### src/rtl/mac_pkg.sv
// mac_pkg: shared TX-side constants, pointer-word layout
// and the one-hot state encoding of the frame loader.
package mac_pkg;

    localparam int MIN_LEN_DEF = 60;
    localparam int MAX_LEN_DEF = 1514;

    localparam int PTR_LEN_MSB = 11;
    localparam int PTR_PAD_BIT = 12;

    localparam int S_IDLE  = 0;
    localparam int S_CHECK = 1;
    localparam int S_READ  = 2;
    localparam int S_DRAIN = 3;
    localparam int S_PAD   = 4;
    localparam int S_PTR   = 5;
    localparam int S_DROP  = 6;

    typedef enum logic [6:0] {
        IDLE  = 7'b000_0001,
        CHECK = 7'b000_0010,
        READ  = 7'b000_0100,
        DRAIN = 7'b000_1000,
        PAD   = 7'b001_0000,
        PTR   = 7'b010_0000,
        DROP  = 7'b100_0000
    } ld_state_t;

    function automatic logic [15:0] ptr_word(
        input logic [11:0] len,
        input logic        pad
    );
        logic [15:0] w;
        w                  = '0;
        w[PTR_LEN_MSB:0]   = len;
        w[PTR_PAD_BIT]     = pad;
        return w;
    endfunction

endpackage

### src/rtl/mac_t_loader.sv
// mac_t_loader: moves whole frames from the egress buffer into
// the TX data/pointer FIFOs, padding runts and dropping bad lengths.
module mac_t_loader
    import mac_pkg::*;
#(
    parameter int DATA_DEPTH = 4096,
    parameter int MIN_LEN    = MIN_LEN_DEF,
    parameter int MAX_LEN    = MAX_LEN_DEF
) (
    input  logic        clk,
    input  logic        rstn_sys,
    input  logic        in_req,
    input  logic [11:0] in_len,
    output logic        in_ack,
    output logic        in_rd,
    input  logic [7:0]  in_d,
    output logic        data_fifo_wr,
    output logic [7:0]  data_fifo_din,
    input  logic [12:0] data_fifo_used,
    output logic        ptr_fifo_wr,
    output logic [15:0] ptr_fifo_din,
    input  logic        ptr_fifo_full,
    output logic [15:0] cnt_tx_frame,
    output logic [15:0] cnt_tx_drop
);

    localparam logic [11:0] MIN_L = 12'(MIN_LEN);
    localparam logic [11:0] MAX_L = 12'(MAX_LEN);
    localparam logic [12:0] DEPTH = 13'(DATA_DEPTH);

    ld_state_t   state_q, state_d;
    logic [11:0] len_q, rem_q, rem_d, plen;
    logic [12:0] free;
    logic        short_len, bad_len, room, pad_q;

    assign short_len = len_q < MIN_L;
    assign plen      = short_len ? MIN_L : len_q;
    assign free      = DEPTH - data_fifo_used;
    assign bad_len   = (len_q == 12'd0) || (len_q > MAX_L);
    assign room      = ({1'b0, plen} <= free) && !ptr_fifo_full;

    // in_d lands the cycle after in_rd, the same cycle as its write strobe
    assign data_fifo_din = (data_fifo_wr && !pad_q) ? in_d : 8'h00;

    always_comb begin
        state_d = state_q;
        rem_d   = rem_q;
        unique case (1'b1)
            state_q[S_IDLE]: begin
                if (in_req) state_d = CHECK;
            end
            state_q[S_CHECK]: begin
                if (bad_len) begin
                    state_d = DROP;
                    rem_d   = len_q;
                end else if (room) begin
                    state_d = READ;
                    rem_d   = len_q;
                end
            end
            state_q[S_READ]: begin
                rem_d = rem_q - 12'd1;
                if (rem_q == 12'd1) state_d = DRAIN;
            end
            state_q[S_DRAIN]: begin
                if (short_len) begin
                    state_d = PAD;
                    rem_d   = MIN_L - len_q;
                end else begin
                    state_d = PTR;
                end
            end
            state_q[S_PAD]: begin
                rem_d = rem_q - 12'd1;
                if (rem_q == 12'd1) state_d = PTR;
            end
            state_q[S_PTR]: begin
                state_d = IDLE;
            end
            state_q[S_DROP]: begin
                rem_d = rem_q - 12'd1;
                if (rem_q <= 12'd1) state_d = IDLE;
            end
            default: state_d = IDLE;
        endcase
    end

    always_ff @(posedge clk or negedge rstn_sys) begin
        if (!rstn_sys) begin
            state_q      <= IDLE;
            len_q        <= '0;
            rem_q        <= '0;
            pad_q        <= 1'b0;
            in_ack       <= 1'b0;
            in_rd        <= 1'b0;
            data_fifo_wr <= 1'b0;
            ptr_fifo_wr  <= 1'b0;
            ptr_fifo_din <= '0;
            cnt_tx_frame <= '0;
            cnt_tx_drop  <= '0;
        end else begin
            state_q <= state_d;
            rem_q   <= rem_d;
            if (state_q[S_IDLE] && in_req) len_q <= in_len;
            in_ack <= state_q[S_CHECK] && !state_d[S_CHECK];
            in_rd  <= state_d[S_READ]
                   || (state_d[S_DROP] && len_q != 12'd0);
            data_fifo_wr <= (in_rd && state_q[S_READ])
                         || state_d[S_PAD];
            pad_q        <= state_d[S_PAD];
            ptr_fifo_wr  <= state_d[S_PTR];
            ptr_fifo_din <= state_d[S_PTR]
                          ? ptr_word(plen, short_len) : '0;
            if (state_d[S_PTR])
                cnt_tx_frame <= cnt_tx_frame + 16'd1;
            if (state_q[S_DROP] && state_d[S_IDLE])
                cnt_tx_drop <= cnt_tx_drop + 16'd1;
        end
    end

endmodule
### config.mk
export PLATFORM = sky130hd
export DESIGN_NAME = mac_t_loader
export DESIGN_NICKNAME = d
export VERILOG_FILES = /design/src/rtl/mac_pkg.sv /design/src/rtl/mac_t_loader.sv
export SDC_FILE = /design/constraint.sdc
export NUM_CORES = 1
export LEC_CHECK = 0
export BUFFER_PORTS_ARGS = -buffer_cell sky130_fd_sc_hd__buf_4
export CORE_MARGIN = 2
export CORE_UTILIZATION = 59
export DETAILED_ROUTE_END_ITERATION = 8
export PLACE_DENSITY = 0.85
export SKIP_CTS_REPAIR_TIMING = 1
export SYNTH_ARGS = -nofsm -noshare
export SYNTH_HDL_FRONTEND = slang
export SYNTH_SLANG_ARGS = --single-unit
### constraint.sdc
create_clock -name clk -period 4.76 [get_ports clk]
set_input_delay 0.238 -clock clk [delete_from_list [all_inputs] [get_ports clk]]
set_output_delay 0.238 -clock clk [all_outputs]
set_load 0.05 [all_outputs]
==> impl_metrics.toml, run 1 <==
[sta]
finalSetupTns_ps = 0
slew_viol_final = 0
worstMarginPinSlew_ps = 1126
period_share = 0.8565
hold_violations = 0
finalSetupViolations = 0
period_needed_ps = 4077
max_freq_mhz = 245.3
rsz0062_at_grt = "false"
slew_headroom = 0.2492
finClkSkew_ps = 5.915

[setup_path]
cp_top_family = "compound AO/OA/AOI/OAI gates"
cpPeakStageDelay_ps = 650
cp_num_buf_inv = 0
critPathSlowestCell = "a2111oi_0"
r2r.worst_path.cells = 11
worstPathArrival_ps = 4290
worstSetupPathType = "register to register"
crit_required_ps = 4970
critPathMaxFanout = 15
rrSetupSlack_ps = 680
worst_path_most_repeated_cell = "or2_2"
endpoint_kind = "register"
r2r_end = "cnt_tx_frame[11]$_DFFE_PN0P_"
r2r_start = "len_q[6]$_DFFE_PN0P_"
path_cells = "or3_4 > nor4_4 > or2_2 > ha_1 > nand4_1 > or2_2 > a31o_2 > a211oi_1 > o221ai_2 > a2111oi_0 > xor2_1"
startpoint_type = "register"

[cells_and_area]
area_growth_pct = 20.73
final_cells = 644
drive_gt1_frac = 0.2642
nets = 596
num_antenna_cells = 0
final_cell_mix = "buf_4 (96), dfrtp_1 (78), nor2_1 (32), nand2_1 (32), xor2_1 (32)"
layout_commonest_cell = "buf_4"

[power_and_ir_drop]
p_sw_mw = 1.262
p_leak_nw = 2.512
ir_worst_vdd_uv = 311.4
p_per_area_nw_per_um2 = 533.1
intPower_mw = 1.658
switching_share = 0.4322
pwr-share-clk = 0.188
seq_power_share = 0.377
comb_power_share = 0.434

[detailed_routing]
dr.pass1.iters = 5
ant_nets = 0
routed_wl_mm = 10.51
wl_per_cell_um = 16.32
drtIter0Drc = 220
drc = 0
vias = 3782
via_per_inst = 5.873

[grt]
grt_max_degree = 80
grt_overflow = 0
grt_usage = 0.2600
antenna_found_initial = 0
grt_pass1_vias = 3637
grt_pass1_wl_mm = 17.60

[yosys]
syn-cell-area_um2 = 4538
postSynthCellCount = 459
ys_seq_elements = 79
synth-seq-area-share = 0.4359
synth-main-ff-cell = "dfrtp_1"
yosysUniqueCellTypes = 63
synth-edff-count = 0
synth_area_per_cell_um2 = 9.887
yosysWarnings = 0
async_flop_share = 1.000

[clocking]
cts_tree = "built"
clock-sinks = 79
cts-root-buf = "clkbuf_8"
clockBufferDepth = 2
clk_latency_ps = 350
numCtsBuffers = 9
cts_max_level = 3
path_clk_slew_ps = 80

[place]
hpwlAfterDp_mm = 7.806
gp_congestion = 0.9132
place_inst = 628
port_buffers = 93

[floorplan]
fp-row-count = 31
initial_utilization = 0.6158
dieArea_um2 = 8409
die_w_um = 91.70
core-area_um2 = 7370
die_h_um = 91.70
io_pins = 97

[job]
cap_violations = 0

[run_status]
outcome = "completed"

[worst_hold_path]
hold_path.class = "input port to async pin"
worst reg2reg max path: stages, from the launching register on:
cell and delay, ps:
dfrtp_1 500, or3_4 440, nor4_4 350, or2_2 220
ha_1 140, nand4_1 80, or2_2 300, a31o_2 220
a211oi_1 500, o221ai_2 410, a2111oi_0 660, xor2_1 130
cell families after synthesis:
kind of cell | synth area share
compound gates | 0.1423
xor+xnor | 0.09650
fa+ha+maj | 0.05239
buf+inv | 0.04191
flops | 0.4359
mux | 0.03557
other cells | 0.0008263
simple gates | 0.1947
per-stage QoR:
stage	hold slack, ps	setup WS (ps)	total power [mW]	cell area [um^2]	utilization
final	34.80	683.2	2.921	5479	0.7435
after global routing	108.8	364.5	3.108	5479	0.7435
after CTS	71.32	731.3	2.923	5479	0.7435
after detailed placement	450.6	378.5	2.366	5260	0.7138
after global placement	438.3	677.5	2.318	5260	0.7138
after floorplan	-57.59	1296	2.021	4546	-
layer usage:
| metal | routed length [um] | share of wire | vias to the layer above | GRT usage |
|---|---|---|---|---|
| met4 | 249 | 0.024 | 0 | 0.09950 |
| met2 | 5313 | 0.51 | 135 | 0.4314 |
| met5 | 0 | 0 | - | 0 |
| met3 | 499 | 0.047 | 26 | 0.03862 |
| met1 | 4450 | 0.42 | 1833 | 0.3466 |
| li1 | - | - | 1788 | - |
power groups by stage:
stage	Clock, mW	Sequential [mW]	Combinational (mW)
final	0.550	1.10	1.27
after CTS	0.556	1.10	1.27
after detailed placement	0	1.11	1.26
after global routing	0.587	1.14	1.38
after global placement	0	1.10	1.22
after floorplan	0	1.17	0.855
cell usage after synthesis, drive strengths merged, types with 6 or more instances:
| cell type | number | area (um^2) |
|---|---|---|
| nor3 | 14 | 70.07 |
| nand3 | 14 | 70.07 |
| a211oi | 10 | 75.07 |
| buf | 9 | 58.80 |
| xnor2 | 18 | 157.7 |
| o21ai | 18 | 90.08 |
| or2 | 6 | 37.54 |
| inv | 16 | 60.05 |
| nand4 | 6 | 37.54 |
| and3 | 6 | 37.54 |
| mux2 | 14 | 161.4 |
| nor2 | 33 | 131.4 |
| a21oi | 13 | 65.06 |
| o2bb2ai | 7 | 61.31 |
| nor4 | 7 | 65.06 |
| ha | 19 | 237.7 |
| xor2 | 32 | 280.3 |
| nand2b | 6 | 37.54 |
| a221oi | 10 | 87.58 |
| and2 | 21 | 133.9 |
| clkbuf | 19 | 71.32 |
| nand2 | 32 | 120.1 |
| dfrtp | 78 | 1952 |
area by class of cell:
cell class,instances,area [um^2]
inverter,16,60.06
clock inverter,7,95.09
tap,99,123.9
timing repair buffer,96,720.7
multi-input combinational,338,2377
fill,537,1891
sequential,79,1978
clock buffer,9,123.9
registers in the layout (all words and copies together) (netlist names):
signal and cells:
cnt_tx_frame 16, rem_q 12, cnt_tx_drop 16, len_q 12, in_rd 1, in_ack 1, data_fifo_wr 1, state_q 7
ptr_fifo_din 13
worst max-delay path by stage:
stage                              start                            to  slack [ps]  cells past startpoint
global placement       data_fifo_used[0]   cnt_tx_frame[1]$_DFFE_PN0P_         680                     15
finish              len_q[6]$_DFFE_PN0P_  cnt_tx_frame[11]$_DFFE_PN0P_         680                     11
CTS                 len_q[6]$_DFFE_PN0P_  cnt_tx_frame[11]$_DFFE_PN0P_         730                     11
detailed placement     data_fifo_used[0]  cnt_tx_frame[11]$_DFFE_PN0P_         380                     14
global route           data_fifo_used[0]  cnt_tx_frame[11]$_DFFE_PN0P_         360                     14
floorplan              data_fifo_used[0]  cnt_tx_frame[11]$_DFFE_PN0P_        1300                     13
No activity file was read; power rests on OpenSTA's default activity.
==> inputs of run 2 (changes only) <==
--- a/config.mk
+++ b/config.mk
@@ -7,9 +7,8 @@
 export LEC_CHECK = 0
 export BUFFER_PORTS_ARGS = -buffer_cell sky130_fd_sc_hd__buf_4
 export CORE_MARGIN = 2
-export CORE_UTILIZATION = 59
+export CORE_UTILIZATION = 40
 export DETAILED_ROUTE_END_ITERATION = 8
-export PLACE_DENSITY = 0.85
 export SKIP_CTS_REPAIR_TIMING = 1
 export SYNTH_ARGS = -nofsm -noshare
 export SYNTH_HDL_FRONTEND = slang
==> constraint.sdc (replaced) <==
create_clock -name clk -period 4.76 [get_ports clk]
set_input_delay 0.952 -clock clk [delete_from_list [all_inputs] [get_ports clk]]
set_output_delay 0.952 -clock clk [all_outputs]
set_load 0.05 [all_outputs]
==> run 2 against run 1 <==
Net effect:
- largest cell class unchanged
- clock-buffer cell count grew 1
- largest power group unchanged
- combinational power is essentially flat
- critical path type is now input port to register
- critical endpoint unchanged
- final cell count grew 6.8%
- via count shrank 2.8%
- routed wire length grew 2.7%
==> impl_metrics.toml, run 2 (synthesized netlist as in run 1, its figures left out) <==
[run_status]
outcome = "completed"

[cells_and_area]
final_cell_mix = "buf_4 (99), dfrtp_1 (78), nor2_1 (32), nand2_1 (32), xor2_1 (32)"
area_growth_pct = 24.59
layout_commonest_cell = "buf_4"
final_cells = 688
drive_gt1_frac = 0.2664
largestRegisters = "cnt_tx_drop x16, cnt_tx_frame x16, ptr_fifo_din x13"
nets = 599
post-route-util = 0.5170
num_antenna_cells = 0

[clocking]
clock-sinks = 79
path_clk_slew_ps = 70
cts_tree = "built"
clockBufferDepth = 2
cts_max_level = 3
numCtsBuffers = 9
cts-root-buf = "clkbuf_16"
clk_latency_ps = 340

[sta]
finClkSkew_ps = 10.14
period_needed_ps = 4255
finalSetupViolations = 0
finalSetupTns_ps = 0
worstMarginPinSlew_ps = 1066
hold_violations = 0
max_freq_mhz = 235.0
slew_headroom = 0.2896
rsz0062_at_grt = "false"
slew_viol_final = 0
worst_slack_ps = 504.6
period_share = 0.8940

[place]
gp_congestion = 0.8348
port_buffers = 93
place_inst = 672
hpwlAfterDp_mm = 7.952
dp_worst_setup_slack_ps = 164.6

[setup_path]
worstSetupPathType = "input port to register"
startpoint_type = "input port"
rrSetupSlack_ps = 1110
endpoint_kind = "register"
critPathMaxFanout = 7
crit_required_ps = 4950
critPathSlowestCell = "a2111oi_0"
worstPathArrival_ps = 4440
path_cells = "buf_4 > inv_1 > ha_1 > or4b_1 > nor4_1 > xor2_1 > ha_1 > nand4_1 > or2_2 > a31o_2 > a211oi_1 > buf_4 > o221ai_2 > a2111oi_0 > xor2_1"
cpPeakStageDelay_ps = 590

[grt]
met3_usage = 0.03897
grt_usage = 0.1787
antenna_found_initial = 0
busiest_layer = "met2"
grt_util_met1 = 0.2370
use_met2 = 0.2986
grt_pass1_vias = 3652
grt_pass1_wl_mm = 18.17
grt_max_degree = 80
grt_overflow = 0

[job]
cap_violations = 0

[floorplan]
fp-row-count = 38
dieArea_um2 = 12210
die_w_um = 110.5
initial_utilization = 0.4150
die_h_um = 110.5
core-area_um2 = 10940
io_pins = 97

[detailed_routing]
via_per_inst = 5.342
vias = 3675
ant_nets = 0
routed_wl_mm = 10.79
drc = 0
dr.pass1.iters = 4
wl_per_cell_um = 15.69
drtIter0Drc = 214

[power_and_ir_drop]
power_mw = 3.122
p_leak_nw = 2.569
ir_worst_vdd_uv = 284.9
p_per_area_nw_per_um2 = 552.1

[worst_hold_path]
hold_path.class = "register to register"
## run 2: final timing paths
| kind | from | to | cells after the start |
|---|---|---|---|
| worst max-delay path | data_fifo_used[0] | cnt_tx_frame[11]$_DFFE_PN0P_ | 15 |
| worst min-delay path | cnt_tx_drop[15]$_DFFE_PN0P_ | cnt_tx_drop[15]$_DFFE_PN0P_ | 1 |
| worst max register to register | len_q[6]$_DFFE_PN0P_ | cnt_tx_frame[11]$_DFFE_PN0P_ | 12 |
| worst min register to register | cnt_tx_drop[15]$_DFFE_PN0P_ | cnt_tx_drop[15]$_DFFE_PN0P_ | 1 |
| max in group asynchronous | rstn_sys | len_q[3]$_DFFE_PN0P_ | 1 |
| min in group asynchronous | rstn_sys | cnt_tx_drop[8]$_DFFE_PN0P_ | 1 |
## run 2: metrics by stage
stage | hold WS, ps | cell area [um^2]
after CTS | 485.0 | 5654
after global routing | 497.2 | 5654
final | 477.2 | 5654
after floorplan | 457.9 | 4546
after global placement | 464.5 | 5334
after detailed placement | 473.8 | 5334
## run 2: power by group
part / internal, mW / switching [mW] / leakage (nW) / total (mW)
logic: 0.524 / 0.744 / 1.44 / 1.27
registers: 0.842 / 0.267 / 0.969 / 1.11
clock network: 0.463 / 0.282 / 0.157 / 0.745
## run 2: worst max-delay path, delay by kind of cell
| kind | cells | cell delay (ps) |
|---|---|---|
| adders and majority gates | 2 | 490 |
| xor gates and xnor gates | 2 | 240 |
| AOI/OAI and AO/OA | 4 | 1210 |
| and+or+nand+nor | 4 | 1190 |
| buffers and inverters | 3 | 350 |
## run 2: area by class of cell
class | count | area, um^2
fillers | 1030 | 5281
flip-flops and latches | 79 | 1978
multi-input cells | 338 | 2377
repair buffers | 99 | 743.2
clock buffers | 10 | 229.0
clock inverters | 6 | 91.34
inverters | 16 | 60.06
well taps | 140 | 175.2
## run 2: routing by layer
metal	vias up	routed length [um]	part of all wire
met5	-	0	0
met4	0	155	0.014
met3	19	466	0.043
met2	88	5188	0.48
met1	1773	4982	0.46
li1	1795	-	-
